===== src/rtl/lsu_byte_master.sv =====
// -----------------------------------------------------------------------------
// lsu_byte_master
//
// Load/store initiator between the core's data-access request channel and a
// byte-wide data memory port. Each accepted word/half/byte request becomes one
// little-endian byte access per cycle. Loads are reassembled and sign- or
// zero-extended. Every request gets exactly one response. This lets the data
// memory be a plain byte array with no width decoding of its own.
//
// Ports
//   clk           system clock, rising edge
//   reset         asynchronous, active-high reset
//   req_valid     core request valid
//   req_ready     unit can accept a request (high only while idle)
//   req_write     1 = store, 0 = load
//   req_size      00 word, 01 half, 10 byte, 11 reserved (error response)
//   req_unsigned  zero-extend half/byte loads when 1
//   req_addr      byte address, only [MEM_AW-1:0] is used
//   req_wdata     store data, low bytes used according to size
//   resp_valid    response available
//   resp_ready    core accepts the response
//   resp_rdata    extended load data, 0 for stores and errors
//   resp_err      request carried the reserved size
//   mem_en        byte access this cycle
//   mem_we        byte write strobe, only ever high together with mem_en
//   mem_addr      byte address, wraps modulo 2^MEM_AW
//   mem_wdata     write byte
//   mem_rdata     read byte, combinational from mem_addr in the same cycle
// -----------------------------------------------------------------------------
module lsu_byte_master #(
  parameter int MEM_AW = 10,
  parameter int DATA_W = 32   // fixed at 32; the byte lanes below assume it
) (
  input  logic              clk,
  input  logic              reset,
  input  logic              req_valid,
  output logic              req_ready,
  input  logic              req_write,
  input  logic [1:0]        req_size,
  input  logic              req_unsigned,
  input  logic [DATA_W-1:0] req_addr,
  input  logic [DATA_W-1:0] req_wdata,
  output logic              resp_valid,
  input  logic              resp_ready,
  output logic [DATA_W-1:0] resp_rdata,
  output logic              resp_err,
  output logic              mem_en,
  output logic              mem_we,
  output logic [MEM_AW-1:0] mem_addr,
  output logic [7:0]        mem_wdata,
  input  logic [7:0]        mem_rdata
);

  typedef enum logic [1:0] {
    IDLE = 2'd0,
    XFER = 2'd1,
    RESP = 2'd2
  } state_t;

  localparam logic [1:0] SIZE_WORD = 2'b00;
  localparam logic [1:0] SIZE_HALF = 2'b01;
  localparam logic [1:0] SIZE_BYTE = 2'b10;
  localparam logic [1:0] SIZE_RSVD = 2'b11;

  state_t              state_q, state_d;

  // Captured request.
  logic                wr_q;
  logic [1:0]          size_q;
  logic                uns_q;
  logic [MEM_AW-1:0]   base_q;
  logic [DATA_W-1:0]   wdata_q;

  // Byte sequencing: idx walks 0..last, last = number of bytes minus one.
  logic [1:0]          idx_q;
  logic [1:0]          last_q;

  // Load assembly and registered response.
  logic [DATA_W-1:0]   asm_q;
  logic [DATA_W-1:0]   rdata_q;
  logic                err_q;

  // Combinational helpers.
  logic [DATA_W-1:0]   asm_now;
  logic [DATA_W-1:0]   ext_data;
  logic [7:0]          wbyte;
  logic                last_byte;

  // Address bits above the memory window are deliberately dropped.
  logic                addr_unused;
  assign addr_unused = ^req_addr[DATA_W-1:MEM_AW];

  assign last_byte = (idx_q == last_q);

  // Number of bytes minus one for each size; reserved size never transfers.
  function automatic logic [1:0] last_for_size(input logic [1:0] size);
    case (size)
      SIZE_WORD: last_for_size = 2'd3;
      SIZE_HALF: last_for_size = 2'd1;
      default:   last_for_size = 2'd0;
    endcase
  endfunction

  // ---------------------------------------------------------------------------
  // State register
  // ---------------------------------------------------------------------------
  // NOTE: sequential state uses non-blocking assignments so every flop samples
  // the pre-edge values of its inputs regardless of process ordering.
  always_ff @(posedge clk or posedge reset) begin
    if (reset) begin
      state_q <= IDLE;
    end else begin
      state_q <= state_d;
    end
  end

  // ---------------------------------------------------------------------------
  // Next-state logic
  // ---------------------------------------------------------------------------
  // NOTE: the default assignment at the top of each always_comb keeps every
  // path assigned, so no latch can be inferred.
  always_comb begin
    state_d = state_q;
    case (state_q)
      IDLE: begin
        if (req_valid) begin
          state_d = (req_size == SIZE_RSVD) ? RESP : XFER;
        end
      end
      XFER: begin
        if (last_byte) begin
          state_d = RESP;
        end
      end
      RESP: begin
        if (resp_ready) begin
          state_d = IDLE;
        end
      end
      default: state_d = IDLE;
    endcase
  end

  // ---------------------------------------------------------------------------
  // Output logic
  // ---------------------------------------------------------------------------
  // Current write byte lane.
  always_comb begin
    case (idx_q)
      2'd0:    wbyte = wdata_q[7:0];
      2'd1:    wbyte = wdata_q[15:8];
      2'd2:    wbyte = wdata_q[23:16];
      default: wbyte = wdata_q[31:24];
    endcase
  end

  // Memory outputs are decoded straight from the state register, so an
  // asynchronous reset removes mem_en in the same instant.
  always_comb begin
    req_ready  = 1'b0;
    resp_valid = 1'b0;
    mem_en     = 1'b0;
    mem_we     = 1'b0;
    mem_addr   = '0;
    mem_wdata  = '0;
    case (state_q)
      IDLE: req_ready = 1'b1;
      XFER: begin
        mem_en    = 1'b1;
        mem_we    = wr_q;
        mem_addr  = base_q + MEM_AW'(idx_q);   // natural wrap at 2^MEM_AW
        mem_wdata = wbyte;
      end
      RESP: resp_valid = 1'b1;
      default: ;
    endcase
  end

  assign resp_rdata = rdata_q;
  assign resp_err   = err_q;

  // ---------------------------------------------------------------------------
  // Load assembly and extension
  // ---------------------------------------------------------------------------
  // The byte arriving this cycle is merged in front of the register, so the
  // final response can be formed at the edge that ends the last byte access.
  // NOTE: combinational processes use blocking assignments; the later lane
  // overwrite below relies on that ordering.
  always_comb begin
    asm_now = asm_q;
    case (idx_q)
      2'd0:    asm_now[7:0]   = mem_rdata;
      2'd1:    asm_now[15:8]  = mem_rdata;
      2'd2:    asm_now[23:16] = mem_rdata;
      default: asm_now[31:24] = mem_rdata;
    endcase
  end

  always_comb begin
    ext_data = '0;
    if (!wr_q) begin
      case (size_q)
        SIZE_WORD: ext_data = asm_now;
        SIZE_HALF: ext_data = {{16{asm_now[15] & ~uns_q}}, asm_now[15:0]};
        SIZE_BYTE: ext_data = {{24{asm_now[7] & ~uns_q}}, asm_now[7:0]};
        default:   ext_data = '0;
      endcase
    end
  end

  // ---------------------------------------------------------------------------
  // Datapath registers
  // ---------------------------------------------------------------------------
  always_ff @(posedge clk or posedge reset) begin
    if (reset) begin
      wr_q    <= 1'b0;
      size_q  <= SIZE_WORD;
      uns_q   <= 1'b0;
      base_q  <= '0;
      wdata_q <= '0;
      idx_q   <= 2'd0;
      last_q  <= 2'd0;
      asm_q   <= '0;
      rdata_q <= '0;
      err_q   <= 1'b0;
    end else begin
      case (state_q)
        IDLE: begin
          if (req_valid) begin
            wr_q    <= req_write;
            size_q  <= req_size;
            uns_q   <= req_unsigned;
            base_q  <= req_addr[MEM_AW-1:0];
            wdata_q <= req_wdata;
            idx_q   <= 2'd0;
            last_q  <= last_for_size(req_size);
            asm_q   <= '0;
            rdata_q <= '0;
            err_q   <= (req_size == SIZE_RSVD);
          end
        end
        XFER: begin
          if (!wr_q) begin
            asm_q <= asm_now;
          end
          if (last_byte) begin
            rdata_q <= ext_data;
          end else begin
            idx_q <= idx_q + 2'd1;
          end
        end
        RESP: begin
          if (resp_ready) begin
            rdata_q <= '0;
            err_q   <= 1'b0;
          end
        end
        default: ;
      endcase
    end
  end

endmodule


===== config.mk =====
export PLATFORM = sky130hd
export DESIGN_NAME = lsu_byte_master
export DESIGN_NICKNAME = d
export VERILOG_FILES = /design/src/rtl/lsu_byte_master.sv
export SDC_FILE = /design/constraint.sdc
export NUM_CORES = 1
export LEC_CHECK = 0
export BUFFER_PORTS_ARGS = -buffer_cell sky130_fd_sc_hd__buf_2
export CAP_MARGIN = 5
export CORE_AREA = 2 2 111 113
export DETAILED_ROUTE_END_ITERATION = 6
export DIE_AREA = 0 0 113 115
export PLACE_DENSITY = 0.74
export SETUP_SLACK_MARGIN = 0.3
export SYNTH_ARGS = -nofsm -noshare
export SYNTH_HDL_FRONTEND = slang
export SYNTH_SLANG_ARGS = --single-unit

===== constraint.sdc =====
create_clock -name clk -period 3.11 [get_ports clk]
set_input_delay 0.311 -clock clk [delete_from_list [all_inputs] [get_ports clk]]
set_output_delay 0.311 -clock clk [all_outputs]
set_load 0.05 [all_outputs]

==> results of run 1 <==
-- kinds of logic after synthesis --
| kind of cell | after synthesis | synth area share |
|---|---|---|
| buffers and inverters | 52 | 0.04337 |
| muxes | 46 | 0.08674 |
| DFF | 117 | 0.5205 |
| AOI/OAI and AO/OA | 111 | 0.1370 |
| xor gates and xnor gates | 8 | 0.01379 |
| and+or+nand+nor | 246 | 0.1817 |
| adders and majority gates | 7 | 0.01690 |
-- how the worst min path moves through the flow --
stage | slack, ps | end | cells after the start | startpoint
after floorplan | 410 | last_q[1]$_DFFE_PP0P_ | 1 | req_size[1]
after global placement | 460 | wdata_q[23]$_DFFE_PP0P_ | 2 | wdata_q[23]$_DFFE_PP0P_
after detailed placement | 460 | wdata_q[23]$_DFFE_PP0P_ | 2 | wdata_q[23]$_DFFE_PP0P_
after CTS | 80 | wdata_q[3]$_DFFE_PP0P_ | 3 | req_wdata[3]
final | 80 | wdata_q[1]$_DFFE_PP0P_ | 2 | reset
after global routing | 90 | wdata_q[22]$_DFFE_PP0P_ | 3 | req_wdata[22]
-- cell usage in the layout (no fill, tap or decap), drive strengths merged --
cell / n
or2: 1
o31ai: 1
o21ai: 47
mux2i: 24
a222oi: 8
xor2: 3
nor3: 1
buf: 126
or3: 8
nand3: 6
a31oi: 1
a21oi: 13
nor3b: 2
fa: 1
a21o: 1
nor2b: 2
o22a: 1
clkinvlp: 1
or3b: 2
and2: 3
and3: 1
nor4: 2
nand2: 182
a32o: 2
nand2b: 2
a22o: 19
dfrtp: 117
o311ai: 17
xnor2: 5
mux2: 22
or4b: 1
o22ai: 1
inv: 6
ha: 6
clkinv: 4
clkbuf: 27
nor2: 33
-- state kept, by name, indices dropped and copies added (netlist names) --
register,cells
last_q,2
base_q,10
uns_q,1
resp_rdata,32
asm_q,32
resp_err,1
wdata_q,32
idx_q,2
wr_q,1
size_q,2
state_q,2
-- power by group through the flow --
stage               logic, mW  registers [mW]  clock network, mW
floorplan                1.85            2.47                  0
global placement         2.48            2.39                  0
detailed placement       2.54            2.42                  0
CTS                      2.55            2.40               1.77
global route             2.78            2.48               1.86
finish                   2.53            2.41               1.75
-- Yosys cell counts (2+ instances only) --
library cell / count
or3_1: 8
mux2i_1: 24
and2_1: 3
ha_1: 6
clkbuf_1: 23
buf_1: 2
a22o_1: 19
o311ai_0: 6
nor2b_1: 2
xnor2_1: 5
dfrtp_1: 117
nor3b_1: 2
a32o_1: 2
nand3_1: 6
buf_6: 3
buf_2: 14
o21ai_0: 46
a21oi_1: 13
mux2_2: 19
inv_1: 6
nand2_1: 182
nor2_1: 33
o311ai_1: 10
buf_4: 2
nand2b_1: 2
mux2_1: 3
xor2_1: 2
a222oi_1: 8
-- metrics by stage --
stage | utilization | power (mW) | cell area (µm²)
global placement | 0.5326 | 4.866 | 6291
global route | 0.5781 | 7.117 | 6828
floorplan | - | 4.317 | 5629
CTS | 0.5778 | 6.724 | 6824
finish | 0.5781 | 6.682 | 6828
detailed placement | 0.5326 | 4.963 | 6291
-- layout make-up --
| cell class | instances | area (µm²) | area share |
|---|---|---|---|
| clock buffers | 27 | 513.0 | 0.07513 |
| clock inverters | 4 | 20.02 | 0.002932 |
| inverters | 7 | 30.03 | 0.004398 |
| multi-input cells | 418 | 2471 | 0.3619 |
| flip-flops and latches | 117 | 2929 | 0.4290 |
| well taps | 147 | 183.9 | 0.02694 |
| repair buffers | 126 | 680.7 | 0.09969 |
-- critical path, delay by kind of cell, from the launching register on --
kind | cells | cell delay [ps]
AO/OA/AOI/OAI | 1 | 160
buffers and inverters | 1 | 220
AND/OR/NAND/NOR | 3 | 650
flip-flops | 1 | 450
adder cells (fa/ha/maj) | 2 | 440
-- layer usage --
| layer | GRT usage | share of wire | vias up |
|---|---|---|---|
| met2 | 0.3501 | 0.47 | 164 |
| met5 | 0 | 0 | - |
| met3 | 0.06589 | 0.070 | 23 |
| met1 | 0.2855 | 0.44 | 2250 |
| li1 | - | - | 2210 |
| met4 | 0.08943 | 0.019 | 0 |
==> run summary, run 1 <==
Status = complete, but fails checks
Failing checks = design-rule violations
Vias = 4,647
Worst-case clock buffer depth = 2
Number of global-route vias before repair = 4,730
Placer Congestion = 0.8546
Setup-failing EPs final = 0
Largest cells by area after synthesis = dfrtp_1 (52%), nand2_1 (12%), mux2i_1 (4.3%), o21ai_0 (4.1%), mux2_2 (3.8%)
Gates resized, CTS repair = 0
Layout cells sized above 1 = 0.2618
Yosys top cell area share = 0.5205
Reg2Reg Depth = 6
Clk slew on worst S/H paths = 50 ps
# IOs = 135
Worst EP required = 2800 ps
Comb power frac = 0.378
GRT overflow = 0
Max_cap viols = 0
DP Worst Slack = 764.0 ps
F_max = 378.7 MHz
Worst Path Arrival = 2330 ps
Routed Wire Length = 13,660 µm
Die H = 115 µm
Sequential element share of the synthesized area = 0.5205
Clock sink count = 117
P_sw = 2.770 mW
Mapped Cells = 587
Seq cells post-synth = 117
Area of the core = 0.01181 mm²
Synth-to-Final Area Change = 21.37%
TritonCTS Buffers = 17
Worst slew margin = 0.3926
Syn_nets = 674
R2R Setup Slk = 820 ps
H-tree depth reported by CTS = 4
Global-route usage over all layers = 0.2204
RSZ-0062 raised after global routing = no
Initial antenna violation count = 1
Starting Density = 0.4763
RR Endpoint = resp_rdata[28]$_DFFE_PP0P_
Finished Layout Cells = 846
# rows = 40
Nets = 774
First-pass GRT wire length = 22,560 µm
Synth Area per Inst = 9.583 µm²
HP Class = input port to async pin
Worst Path Max Fanout = 7
Setup crit end = mem_addr[8]
Ys flop type = dfrtp_1
Cell variety after synth = 47
IO buf count = 112
Pins Over Slew Limit = 0
Largest net degree at the start of global routing = 78
Die Span X = 113 µm
RR Startpoint = idx_q[1]$_DFFE_PP0P_
Tightest Pin Transition = 908.9 ps
Initial DRC Count = 257
Critical path class = flop to primary output
Hold Fails Final Rpt = 0
Hold bufs inserted after CTS = 0
Slowest stage cell on the critical path = dfrtp_2
DRC Markers = 5
Wirelength per Cell = 16.15 µm
Crit path capture type = primary output
Worst-Skew Late Latency = 410 ps
Critical path startpoint = idx_q[0]$_DFFE_PP0P_
Internal power = 3.913 mW
Largest stage delay on the critical path = 450 ps
Post-DRT Antenna Nets = 0
Setup WS post-layout = 469.2 ps
Worst setup SP type = flop
Number of diodes = 0
Clock root buffer = clkbuf_16
Min Hold Slack = 79.38 ps
Post-CTS Setup Inserts = 0
Clock skew = 5.451 ps
Via density per instance = 5.493
TritonCTS clock tree = yes
Pre-antenna DRT Iters = 7
Final min period = 2641 ps
Asr flop ratio synth = 1.000
DPL Wire Length = 9225 µm
Switch share = 0.4145
Placed Cells = 815
Leakage power = 3.439 nW
FILL cells = 1,034
Die ar. = 0.01300 mm²
Fin crit share = 0.8491
P per Cell Area = 978.7 mW/mm²
Final setup TNS = 0 ps
Synth warn = 0
Clk network pwr share = 0.261
Number of synthesized flops with an enable pin = 0
Worst vdd ir = 0.4858 mV
Biggest area consumer among synthesized cells = dfrtp_1
Crit path cell chain = ha_1 -> fa_1 -> and3_1 -> nand2_1 -> or3_1 -> a21oi_1 -> buf_4
Reg power frac = 0.360
Mapped Area = 0.005625 mm²
Power figures use the tool's default switching activity.
==> inputs of run 2 (changes only) <==
--- a/config.mk
+++ b/config.mk
@@ -7,10 +7,10 @@
 export LEC_CHECK = 0
 export BUFFER_PORTS_ARGS = -buffer_cell sky130_fd_sc_hd__buf_2
 export CAP_MARGIN = 5
-export CORE_AREA = 2 2 111 113
+export CORE_AREA = 2 2 106 108
 export DETAILED_ROUTE_END_ITERATION = 6
-export DIE_AREA = 0 0 113 115
-export PLACE_DENSITY = 0.74
+export DIE_AREA = 0 0 108 110
+export PLACE_DENSITY = 0.77
 export SETUP_SLACK_MARGIN = 0.3
 export SYNTH_ARGS = -nofsm -noshare
 export SYNTH_HDL_FRONTEND = slang
==> constraint.sdc (replaced) <==
create_clock -name clk -period 2.7 [get_ports clk]
set_input_delay 0.27 -clock clk [delete_from_list [all_inputs] [get_ports clk]]
set_output_delay 0.27 -clock clk [all_outputs]
set_load 0.05 [all_outputs]
==> run 2 against run 1 <==
Against the previous run:
- core utilization is 14 points higher
- the flow now finishes without violations
- final cell count is 6.1% higher
- setup slack worse by 280 ps
- flip-flop and latch count stayed put
- first-iteration DRC count is 34% higher
- highest routed layer unchanged
- combinational power is 32% higher
- count of clock-buffer cells in the layout is 10 lower
- largest power group unchanged
- non-clock buffer count is 57 higher
- largest cell class unchanged
==> run summary, run 2 (synthesis results as in run 1) <==
Area of the core = 0.01070 mm²
Setup-failing EPs final = 0
Crit path capture type = primary output
DP Worst Slack = 367.4 ps
Wirelength per Cell = 17.70 µm
Die ar. = 0.01188 mm²
Worst-case clock buffer depth = 2
Clock skew = 6.687 ps
Initial antenna violation count = 0
Global-route usage over all layers = 0.2697
Worst vdd ir = 0.6502 mV
Die H = 110 µm
Setup WS post-layout = 191.2 ps
Finished Layout Cells = 898
P per Cell Area = 1106 mW/mm²
Hold Fails Final Rpt = 0
RSZ-0062 raised after global routing = yes
Min Hold Slack = 21.29 ps
Worst EP required = 2430 ps
Placed Cells = 808
HP Class = input port to flop
First-pass GRT wire length = 24,630 µm
Max_cap viols = 0
Fin crit share = 0.9292
Worst setup SP type = flop
Layout cells sized above 1 = 0.2982
Worst slew margin = 0.4791
# IOs = 135
DPL Wire Length = 9129 µm
Critical path class = flop to primary output
Synth-to-Final Area Change = 36.34%
Status = finished, final reports clean
Routed Wire Length = 15,890 µm
Clock root buffer = clkbuf_8
Tightest Pin Transition = 780.2 ps
TritonCTS clock tree = yes
Worst Path Arrival = 2240 ps
Final setup TNS = 0 ps
Number of global-route vias before repair = 5,046
DRC Markers = 0
Clk slew on worst S/H paths = 60 ps
F_max = 398.6 MHz
Pins Over Slew Limit = 0
Initial DRC Count = 344
Leakage power = 3.725 nW
Vias = 5,049
Pre-antenna DRT Iters = 6
Nets = 832
Worst Path Max Fanout = 4
Worst-Skew Late Latency = 530 ps
Tot Pwr = 8.485 mW
Placer Congestion = 0.8445
Starting Density = 0.5258
Largest net degree at the start of global routing = 118
Most common cell after layout, fill and taps aside = nand2_1
Most frequent cells in the layout = nand2_1 (181), dfrtp_1 (113), buf_2 (100), dlygate4sd3_1 (47), o21ai_0 (45)
Final min period = 2509 ps
Post-DRT Antenna Nets = 0
Clock sink count = 117
GRT overflow = 0
# rows = 38
TritonCTS Buffers = 17
Number of diodes = 0
Via density per instance = 5.622
Die Span X = 108 µm
IO buf count = 112
H-tree depth reported by CTS = 4
run 2: cell types whose count changed in the layout (fill, tap and decap cells not counted), sizes merged, moves of 2 or more:
cell,previous run,this run
clkbuf,27,18
buf,126,135
bufinv,0,4
dlygate4sd3,0,47
clkinvlp,1,5
inv,6,8
run 2: path summary, 6_finish.rpt:
kind	startpoint	slack [ps]	endpoint	depth (start not counted)
max in group asynchronous	reset	1730	idx_q[0]$_DFFE_PP0P_	4
worst min register to register	wdata_q[28]$_DFFE_PP0P_	480	wdata_q[28]$_DFFE_PP0P_	2
worst max-delay path	idx_q[0]$_DFFE_PP0P_	190	mem_addr[8]	7
min in group asynchronous	reset	480	resp_rdata[10]$_DFFE_PP0P_	4
worst min-delay path	req_size[0]	20	size_q[0]$_DFFE_PP0P_	3
worst max register to register	idx_q[0]$_DFFE_PP0P_	350	resp_rdata[26]$_DFFE_PP0P_	9
run 2: area by class of cell:
cell class | instances | area, µm²
Clock inverter | 15 | 203.9
Multi-Input combinational cell | 419 | 2597
Fill cell | 738 | 3028
Tap cell | 140 | 175.2
Clock buffer | 17 | 414.1
Timing Repair Buffer | 183 | 1316
Sequential cell | 117 | 2933
Inverter | 7 | 30.03
run 2: metrics by stage:
| step | instance area, µm² | utilization |
|---|---|---|
| after CTS | 7537 | 0.7046 |
| after detailed placement | 6306 | 0.5895 |
| final | 7670 | 0.7170 |
| after global placement | 6306 | 0.5895 |
| after floorplan | 5653 | - |
| after global routing | 7670 | 0.7170 |
run 2: what timing repair did:
| action | CTS | global route |
|---|---|---|
| endpoints found under the setup margin | 16 | 38 |
| pin swaps | 9 | 11 |
| hold endpoints to repair | 162 | 0 |
| cloned | 0 | 1 |
| hold buffers | 47 | 0 |
| gates resized for setup | 24 | 29 |
| setup buffers | 8 | 2 |
run 2: power breakdown:
group	internal (mW)	switching [mW]	total, mW
sequential	2.29	0.489	2.78
clock	1.50	0.845	2.35
combinational	1.17	2.19	3.35
run 2: critical path, cell delays in order, from the launching register on:
cell and delay, ps:
dfrtp_2 400, ha_4 150, fa_2 200, and3_4 210, nand2_2 60, or3_4 370, a21oi_2 150, buf_6 180
run 2: metal layers:
layer | GRT usage | vias up | routed length (µm)
met5 | 0 | - | 0
met4 | 0.1044 | 0 | 233
met3 | 0.06820 | 29 | 1114
met2 | 0.4573 | 221 | 8109
met1 | 0.3340 | 2462 | 6437
li1 | - | 2337 | -
